**config.mk**
```make
export PLATFORM = sky130hd
export DESIGN_NAME = maxpool_2x2_reader
export DESIGN_NICKNAME = d
export VERILOG_FILES = /design/src/rtl/maxpool_2x2_reader.sv
export SDC_FILE = /design/constraint.sdc
export NUM_CORES = 1
export LEC_CHECK = 0
export CORE_ASPECT_RATIO = 0.7
export CORE_MARGIN = 5
export CORE_UTILIZATION = 35
export DETAILED_ROUTE_END_ITERATION = 7
export HOLD_SLACK_MARGIN = 0.02
export SYNTH_ARGS = -nofsm -noshare
export SYNTH_HDL_FRONTEND = slang
export SYNTH_SLANG_ARGS = --single-unit
export TNS_END_PERCENT = 5
```
**constraint.sdc**
```tcl
create_clock -name clk -period 9.15 [get_ports clk]
set_clock_uncertainty 0.05 [all_clocks]
set_input_delay 0.915 -clock clk [delete_from_list [all_inputs] [get_ports clk]]
set_output_delay 0.915 -clock clk [all_outputs]
set_load 0.02 [all_outputs]
```
**src/rtl/maxpool_2x2_reader.sv**
```systemverilog
// 2x2 stride-2 unsigned max-pool over a row-major 8-bit image held in an external
// dual-read pixel buffer; emits one pooled value per valid/ready handshake in raster order.
module maxpool_2x2_reader #(
  parameter int ROWS = 28,
  parameter int COLS = 28
) (
  input  logic       clk,
  input  logic       rst,
  input  logic       start,
  output logic [9:0] rd_addr1,
  output logic [9:0] rd_addr2,
  input  logic [7:0] rd_data1,
  input  logic [7:0] rd_data2,
  output logic       out_valid,
  input  logic       out_ready,
  output logic [7:0] out_data,
  output logic [7:0] out_idx,
  output logic       busy,
  output logic       done
);

  typedef enum logic [2:0] {IDLE, FETCH_TOP, FETCH_BOT, EMIT, DONE} state_t;

  localparam logic [9:0] COLS_W   = 10'(COLS);
  localparam logic [9:0] PC_LAST  = 10'(COLS/2 - 1);
  localparam logic [7:0] IDX_LAST = 8'((ROWS/2)*(COLS/2) - 1);

  state_t     r_state;
  logic [9:0] r_pr, r_pc;
  logic [7:0] r_top, r_out_data, r_out_idx;
  logic       r_out_valid, r_busy, r_done;

  logic [9:0] w_top, w_bot;
  logic [7:0] w_m12, w_m4;

  // Top-left pixel of the current window; bottom row is one image row further.
  assign w_top = ((r_pr * COLS_W) << 1) + (r_pc << 1);
  assign w_bot = w_top + COLS_W;
  assign w_m12 = (rd_data1 > rd_data2) ? rd_data1 : rd_data2;
  assign w_m4  = (r_top > w_m12) ? r_top : w_m12;

  always_comb begin
    rd_addr1 = '0;
    rd_addr2 = '0;
    case (r_state)
      FETCH_TOP: begin rd_addr1 = w_top; rd_addr2 = w_top + 10'd1; end
      FETCH_BOT: begin rd_addr1 = w_bot; rd_addr2 = w_bot + 10'd1; end
      default: ;
    endcase
  end

  always_ff @(posedge clk or negedge rst) begin
    if (!rst) begin
      r_state     <= IDLE;
      r_pr        <= '0;
      r_pc        <= '0;
      r_top       <= '0;
      r_out_data  <= '0;
      r_out_idx   <= '0;
      r_out_valid <= 1'b0;
      r_busy      <= 1'b0;
      r_done      <= 1'b0;
    end else begin
      case (r_state)
        IDLE: if (start) begin
          r_pr      <= '0;
          r_pc      <= '0;
          r_out_idx <= '0;
          r_busy    <= 1'b1;
          r_state   <= FETCH_TOP;
        end
        FETCH_TOP: begin
          r_top   <= w_m12;
          r_state <= FETCH_BOT;
        end
        FETCH_BOT: begin
          r_out_data  <= w_m4;
          r_out_valid <= 1'b1;
          r_state     <= EMIT;
        end
        EMIT: if (out_ready) begin
          r_out_valid <= 1'b0;
          if (r_out_idx == IDX_LAST) begin
            r_done  <= 1'b1;
            r_state <= DONE;
          end else begin
            if (r_pc == PC_LAST) begin
              r_pc <= '0;
              r_pr <= r_pr + 10'd1;
            end else begin
              r_pc <= r_pc + 10'd1;
            end
            r_out_idx <= r_out_idx + 8'd1;
            r_state   <= FETCH_TOP;
          end
        end
        DONE: begin
          r_done  <= 1'b0;
          r_busy  <= 1'b0;
          r_state <= IDLE;
        end
        default: r_state <= IDLE;
      endcase
    end
  end

  assign out_valid = r_out_valid;
  assign out_data  = r_out_data;
  assign out_idx   = r_out_idx;
  assign busy      = r_busy;
  assign done      = r_done;

endmodule

```
==> results.txt, run 1 <==
First-pass GRT wire length - 14800 um
Critical-path cell list - fa_1 > ha_1 > a21o_1 > a21oi_1 > xnor2_1 > ha_1 > or4b_1 > o2111ai_1 > nand4_1 > xnor2_1 > o22ai_1 > clkdlybuf4s50_1
EDFF count, synth - 0
Mux share of post-synthesis cell area - 2.51%
Worst Setup End Kind - primary output
Total Neg Setup Slack - 0 ns
Drt drc - 0
Synth Instances - 390
Syn nets - 451
Reg clk slew, reported paths - 0.06 ns
Commonest cells in the netlist - dfrtp_1 (47), nand2_1 (45), ha_1 (35)
Layout area overhead - 19.8%
CP Launch Point - r_pr[3]$_DFFE_PN0P_
Pins Over Slew Limit - 0
RSZ-0062 raised after global routing - no
Place WS - 4.17 ns
CTS root buf - clkbuf_16
Hold slack - 0.458 ns
Synth area leader - dfrtp_1
VDD IR max - 0.000191 V
CP max FO - 7
Die Y-Extent - 94.7 um
Number of global-route vias before repair - 2928
Crit. path cell count - 12
Asr flop ratio synth - 100%
CTS resizes - 0
Critical path arrival - 4.31 ns
ANT cells - 0
Pre-Repair DR Iteration Count - 5
RR Endpoint - r_pr[3]$_DFFE_PN0P_
Starting Density - 36.4%
Total track usage - 14.8%
Critical Path Start Type - register
Status - completed
PD cells - 294 nW/um^2
Post-synthesis compound-gate area fraction - 14.9%
CTS Sinks - 47
Tcrit/Tclk final - 57.6%
Postcts setup bufs - 0
CP bufs+invs - 1
Count leader, synth - dfrtp_1
Crit-path slowest cell - clkdlybuf4s50_1
CP endpoint - rd_addr2[9]
Setup CP Type - reg2out
Initial antenna violation count - 0
DR WL/cell - 15.3 um
FP Rows - 30
Top cells by area, synth - dfrtp_1 (33%), ha_1 (12%), nand2_1 (4.7%)
Top_reg_cell synth - dfrtp_1
Met2 wire len - 3540 um
Gr ovfl total - 0
Crit-path leading delay family - adder cells
Main combinational cell family by area after synthesis - simple AND/OR/NAND/NOR gates
Synth Area in XOR/XNOR - 6.59%
Final hold violation count - 0
Clk buf depth - 2
Post-Synth Simple-Gate Area - 20.2%
Worst slew pin tran - 0.728 ns
Port bufs - 57
Yosys top cell area share - 32.8%
GP Congestion - 0.843
Fill count - 976
TritonCTS Buffers - 5
Final number of setup-violating endpoints - 0
Clock latency at the later pin of the worst-skew pair - 0.28 ns
Die area - 12400 sq um
Max-cap violations - 0
Max Fclk - 190 MHz
Fin crit period - 5.27 ns
FF-to-FF path depth - 6
Mapped Area - 3590 sq um
Aggregate routed wire length - 8590 um
Number of DRC markers in iteration 0 - 174
Reg-to-Reg Start - r_state[0]$_DFFE_PN0P_
Setup ws final - 3.88 ns
Fin nets - 495
Syn avg cell area - 9.21 sq um
Via count - 2965
Hold/Removal Path Class - reg2reg
Die W - 131 um
Synth warn - 0
P_leak - 1.97 nW
Layout cell share with drive strength beyond 1 - 5.76%
H-tree depth - 2
Core Footprint - 9870 sq um
Vias per cell - 5.28
Yosys reg bits - 47
TritonCTS clock tree - yes
Reg2reg setup slack - 6.54 ns
Netlist cell types - 58
Slowest Stage Delay on Critical Path - 0.64 ns
Worst EP required - 8.19 ns
Met3 wire length - 536 um
DR top layer - met4
ANT nets after route - 0
Top-level port count - 59
Pin count of the biggest net entering global routing - 48
Wire length on met1 - 4390 um
Count of hold-fix buffers inserted at cts - 0
Rel. slew slack - 51.3%
Post-Synth Adder-Cell Area - 15.5%
Post-DP HPWL - 6570 um
Sequential area share after synthesis - 32.8%
[cells in the final DEF (no fill, tap or decap), types with 6 or more instances in the layout]
cell type | synthesis | routed
clkdlybuf4s50_1 | 0 | 56
dfrtp_1 | 47 | 47
nand2_1 | 45 | 45
ha_1 | 35 | 35
nor2_1 | 28 | 28
o21ai_0 | 27 | 27
nand3_1 | 21 | 21
inv_1 | 20 | 20
xnor2_1 | 16 | 16
a21oi_1 | 14 | 14
o211ai_1 | 11 | 11
xor2_1 | 11 | 11
mux2i_1 | 9 | 9
nand4_1 | 8 | 8
a21o_1 | 7 | 7
fa_1 | 6 | 6
[tightest hold or removal path, delay by kind of cell (launching register included)]
kind	cells	cell delay (ns)
flip-flops	1	0.35
AND/OR/NAND/NOR	2	0.13
[layout make-up]
class | count | area [sq um] | share of cell area, %
clock inverters | 1 | 5.00 | 0.116
well taps | 128 | 160 | 3.72
repair buffers | 61 | 596 | 13.8
inverters | 20 | 75.1 | 1.74
multi-input cells | 299 | 2150 | 50.0
clock buffers | 6 | 139 | 3.23
flip-flops and latches | 47 | 1180 | 27.3
[power by group]
group / internal (W) / total (W) / switching [W] / leakage (nW)
combinational: 0.000311 / 0.000740 / 0.000429 / 1.29
sequential: 0.000267 / 0.000341 / 0.0000741 / 0.606
clock: 0.000107 / 0.000182 / 0.0000749 / 0.0727
total: 0.000685 / 0.00126 / 0.000578 / 1.97
[how the worst min path moves through the flow]
stage / start / end / slack [ns] / depth (start not counted)
finish: out_valid$_DFFE_PN0P_ / out_valid$_DFFE_PN0P_ / 0.46 / 2
global route: r_top[1]$_DFFE_PN0P_ / r_top[1]$_DFFE_PN0P_ / 0.49 / 2
CTS: r_top[0]$_DFFE_PN0P_ / r_top[0]$_DFFE_PN0P_ / 0.46 / 2
detailed placement: out_data[6]$_DFFE_PN0P_ / out_data[6]$_DFFE_PN0P_ / 0.44 / 2
global placement: out_valid$_DFFE_PN0P_ / out_valid$_DFFE_PN0P_ / 0.41 / 2
floorplan: r_top[0]$_DFFE_PN0P_ / r_top[0]$_DFFE_PN0P_ / 0.42 / 2
[cells by family (layout without fill, tap and decap cells)]
kind of cell,count (synthesis),after routing
other cells,1,1
compound gates,84,84
xor+xnor,27,27
mux,9,9
buf+inv,44,88
fa+ha+maj,41,41
simple gates,137,137
flops,47,47
[state kept, by name, summed over array words and instances (netlist names)]
name and flops:
done 1, out_valid 1, r_pr 7, busy 1, r_pc 10, r_top 8
out_data 8, r_state 3, out_idx 8
[per-stage QoR]
stage | std cells | instance area, sq um | util, % | power (W)
6_report | 562 | 4300 | 43.6 | 0.00126
5_1_grt | 562 | 4300 | 43.6 | 0.00137
4_1_cts | 562 | 4300 | 43.6 | 0.00127
3_5_place_dp | 555 | 4160 | 42.1 | 0.00108
3_3_place_gp | 555 | 4160 | 42.1 | 0.00107
2_1_floorplan | 390 | 3590 | - | 0.000851
[routing by layer]
metal / global-route usage (%) / vias up
met3: 2.71 / 10
met5: 0 / -
li1: - / 1462
met2: 20.5 / 94
met1: 22.8 / 1399
met4: 4.54 / 0
Note: power is estimated with default switching activity, not from simulation.
==> run 2: changes to the inputs <==
Clock period 9.15 ns to 5.3 ns, I/O delays scaled along.
==> results.txt, run 2 (synthesis results as in run 1) <==
Status - completed
Port bufs - 57 (unchanged)
Worst Setup End Kind - primary output
Setup CP Type - reg2out
TritonCTS Buffers - 5 (unchanged)
Post-Place Cells - 555 (unchanged)
Initial antenna violation count - 0 (unchanged)
VDD IR max - 0.000323 V (+69%)
FF-to-FF path depth - 6 (unchanged)
Core Footprint - 9870 sq um (unchanged)
ANT cells - 0 (unchanged)
Fin nets - 495 (unchanged)
Rel. slew slack - 51.5% (+0.29 points)
P_leak - 1.97 nW (unchanged)
ANT nets after route - 0 (unchanged)
Pre-Repair DR Iteration Count - 5 (unchanged)
Reg clk slew, reported paths - 0.06 ns (about the same)
FP Rows - 30 (unchanged)
Die W - 131 um (unchanged)
Reg2reg setup slack - 2.70 ns (-3.84 ns)
Total Neg Setup Slack - 0 ns (unchanged)
Critical Path Start Type - register
Combinational power share - 58.6% (about the same)
Fin crit period - 4.89 ns
Biggest register - r_pc
Post-DP Area - 4160 sq um (unchanged)
RSZ-0062 raised after global routing - no
Starting Density - 36.4% (unchanged)
Postcts setup bufs - 0 (unchanged)
Top-level port count - 59 (unchanged)
Gr ovfl total - 0 (unchanged)
Internal power - 0.00118 W (+73%)
Critical-path cell list - fa_1 > ha_1 > a21o_1 > a21oi_1 > xnor2_1 > ha_1 > or4b_1 > o2111ai_1 > nand4_1 > xnor2_1 > o22ai_1 > clkdlybuf4s50_1
Max reg flops - 10 (unchanged)
Slowest Stage Delay on Critical Path - 0.65 ns (about the same)
DR WL/cell - 15.5 um (+1.5%)
Commonest non-fill, non-tap cell in the layout - clkdlybuf4s50_1
CTS root buf - clkbuf_16
Number of global-route vias before repair - 2944 (+0.55%)
H-tree depth - 2 (unchanged)
CTS Sinks - 47 (unchanged)
Count of hold-fix buffers inserted at cts - 0 (unchanged)
Hold/Removal Path Class - in2async
Critical path arrival - 4.31 ns (about the same)
TritonCTS clock tree - yes
Worst EP required - 4.72 ns (-3.47 ns)
GP Congestion - 0.844 (about the same)
Crit-path slowest cell - clkdlybuf4s50_1
Via count - 2970 (+0.17%)
Pin count of the biggest net entering global routing - 48 (unchanged)
Number of DRC markers in iteration 0 - 213 (+22%)
Vias per cell - 5.28 (+0.17%)
Most frequent cells in the layout - clkdlybuf4s50_1 (56), dfrtp_1 (47), nand2_1 (45)
Clock latency at the later pin of the worst-skew pair - 0.29 ns (about the same)
Fin cells - 562 (unchanged)
Reg-to-Reg Start - r_state[0]$_DFFE_PN0P_
PD cells - 509 nW/um^2 (+73%)
Worst slew pin tran - 0.724 ns (-0.00430 ns)
Clock power frac - 14.4% (about the same)
Final hold violation count - 0 (unchanged)
Pins Over Slew Limit - 0 (unchanged)
Tcrit/Tclk final - 92.3%
Post-DP HPWL - 6600 um (+0.55%)
Sw frac - 45.9% (+0.16 points)
CTS resizes - 0 (unchanged)
Total track usage - 14.8% (+0.044 points)
CP max FO - 7 (unchanged)
Switching power - 0.00101 W (+74%)
Max Fclk - 204 MHz
Max-cap violations - 0 (unchanged)
Layout cell share with drive strength beyond 1 - 5.76% (unchanged)
Drt drc - 0 (unchanged)
Hold slack - 0.289 ns (-0.169 ns)
Clk buf depth - 2 (unchanged)
Final number of setup-violating endpoints - 0 (unchanged)
Aggregate routed wire length - 8720 um (+1.5%)
Fill count - 969 (-0.72%)
First-pass GRT wire length - 14700 um (-0.28%)
Cell area after layout - 4300 sq um (unchanged)
Die area - 12400 sq um (unchanged)
Sequential power share - 26.9% (about the same)
RR Endpoint - r_pr[3]$_DFFE_PN0P_
Die Y-Extent - 94.7 um (unchanged)
Layout area overhead - 19.8% (unchanged)
Util after Layout - 43.6% (unchanged)
## run 2: cell counts in the layout (fill, tap and decap cells not counted)
Identical to the previous run, type by type.
## run 2: area by class of cell
cell class,instances,area (sq um),share of cell area (%)
inverters,20,75.1,1.74
clock buffers,6,139,3.23
repair buffers,61,596,13.8
clock inverters,1,5.00,0.116
well taps,128,160,3.72
flip-flops and latches,47,1180,27.3
multi-input cells,299,2150,50.0
## run 2: critical path, delay by kind of cell, from the launching register on
family / cells / cell delay (ns)
adder cells (fa/ha/maj): 3 / 1.19
AO/OA/AOI/OAI: 4 / 0.70
AND/OR/NAND/NOR: 2 / 0.72
buffers and inverters: 1 / 0.65
flip-flops: 1 / 0.47
XOR/XNOR: 2 / 0.28
## run 2: power groups by stage
stage	registers (W)	clock network (W)	logic, W
4_1_cts	0.000590	0.000325	0.00129
6_report	0.000590	0.000316	0.00128
2_1_floorplan	0.000600	0	0.000869
3_3_place_gp	0.000588	0	0.00126
5_1_grt	0.000609	0.000339	0.00142
3_5_place_dp	0.000595	0	0.00128
## run 2: worst max path at each step
stage | startpoint | endpoint | slack [ns] | cells past startpoint
floorplan | r_pr[2]$_DFFE_PN0P_ | rd_addr2[9] | 1.09 | 12
global placement | r_pr[3]$_DFFE_PN0P_ | rd_addr1[9] | 0.80 | 12
detailed placement | r_pr[2]$_DFFE_PN0P_ | rd_addr1[9] | 0.72 | 12
CTS | r_pr[2]$_DFFE_PN0P_ | rd_addr1[9] | 0.40 | 12
global route | r_pr[3]$_DFFE_PN0P_ | rd_addr1[9] | 0.18 | 12
finish | r_pr[1]$_DFFE_PN0P_ | rd_addr1[9] | 0.41 | 12
## run 2: stage by stage
step	setup slack [ns]	power [W]
floorplan	1.09	0.00147
global placement	0.797	0.00185
detailed placement	0.724	0.00187
CTS	0.396	0.00220
global route	0.182	0.00237
finish	0.406	0.00219
## run 2: routing by layer
metal  track usage (%)  vias up  routed length (um)
met5                 0        -                   0
met2              21.0       95                3590
met1              22.8     1403                4540
met4              4.02        0                 103
li1                  -     1463                   -
met3              2.66        9                 482
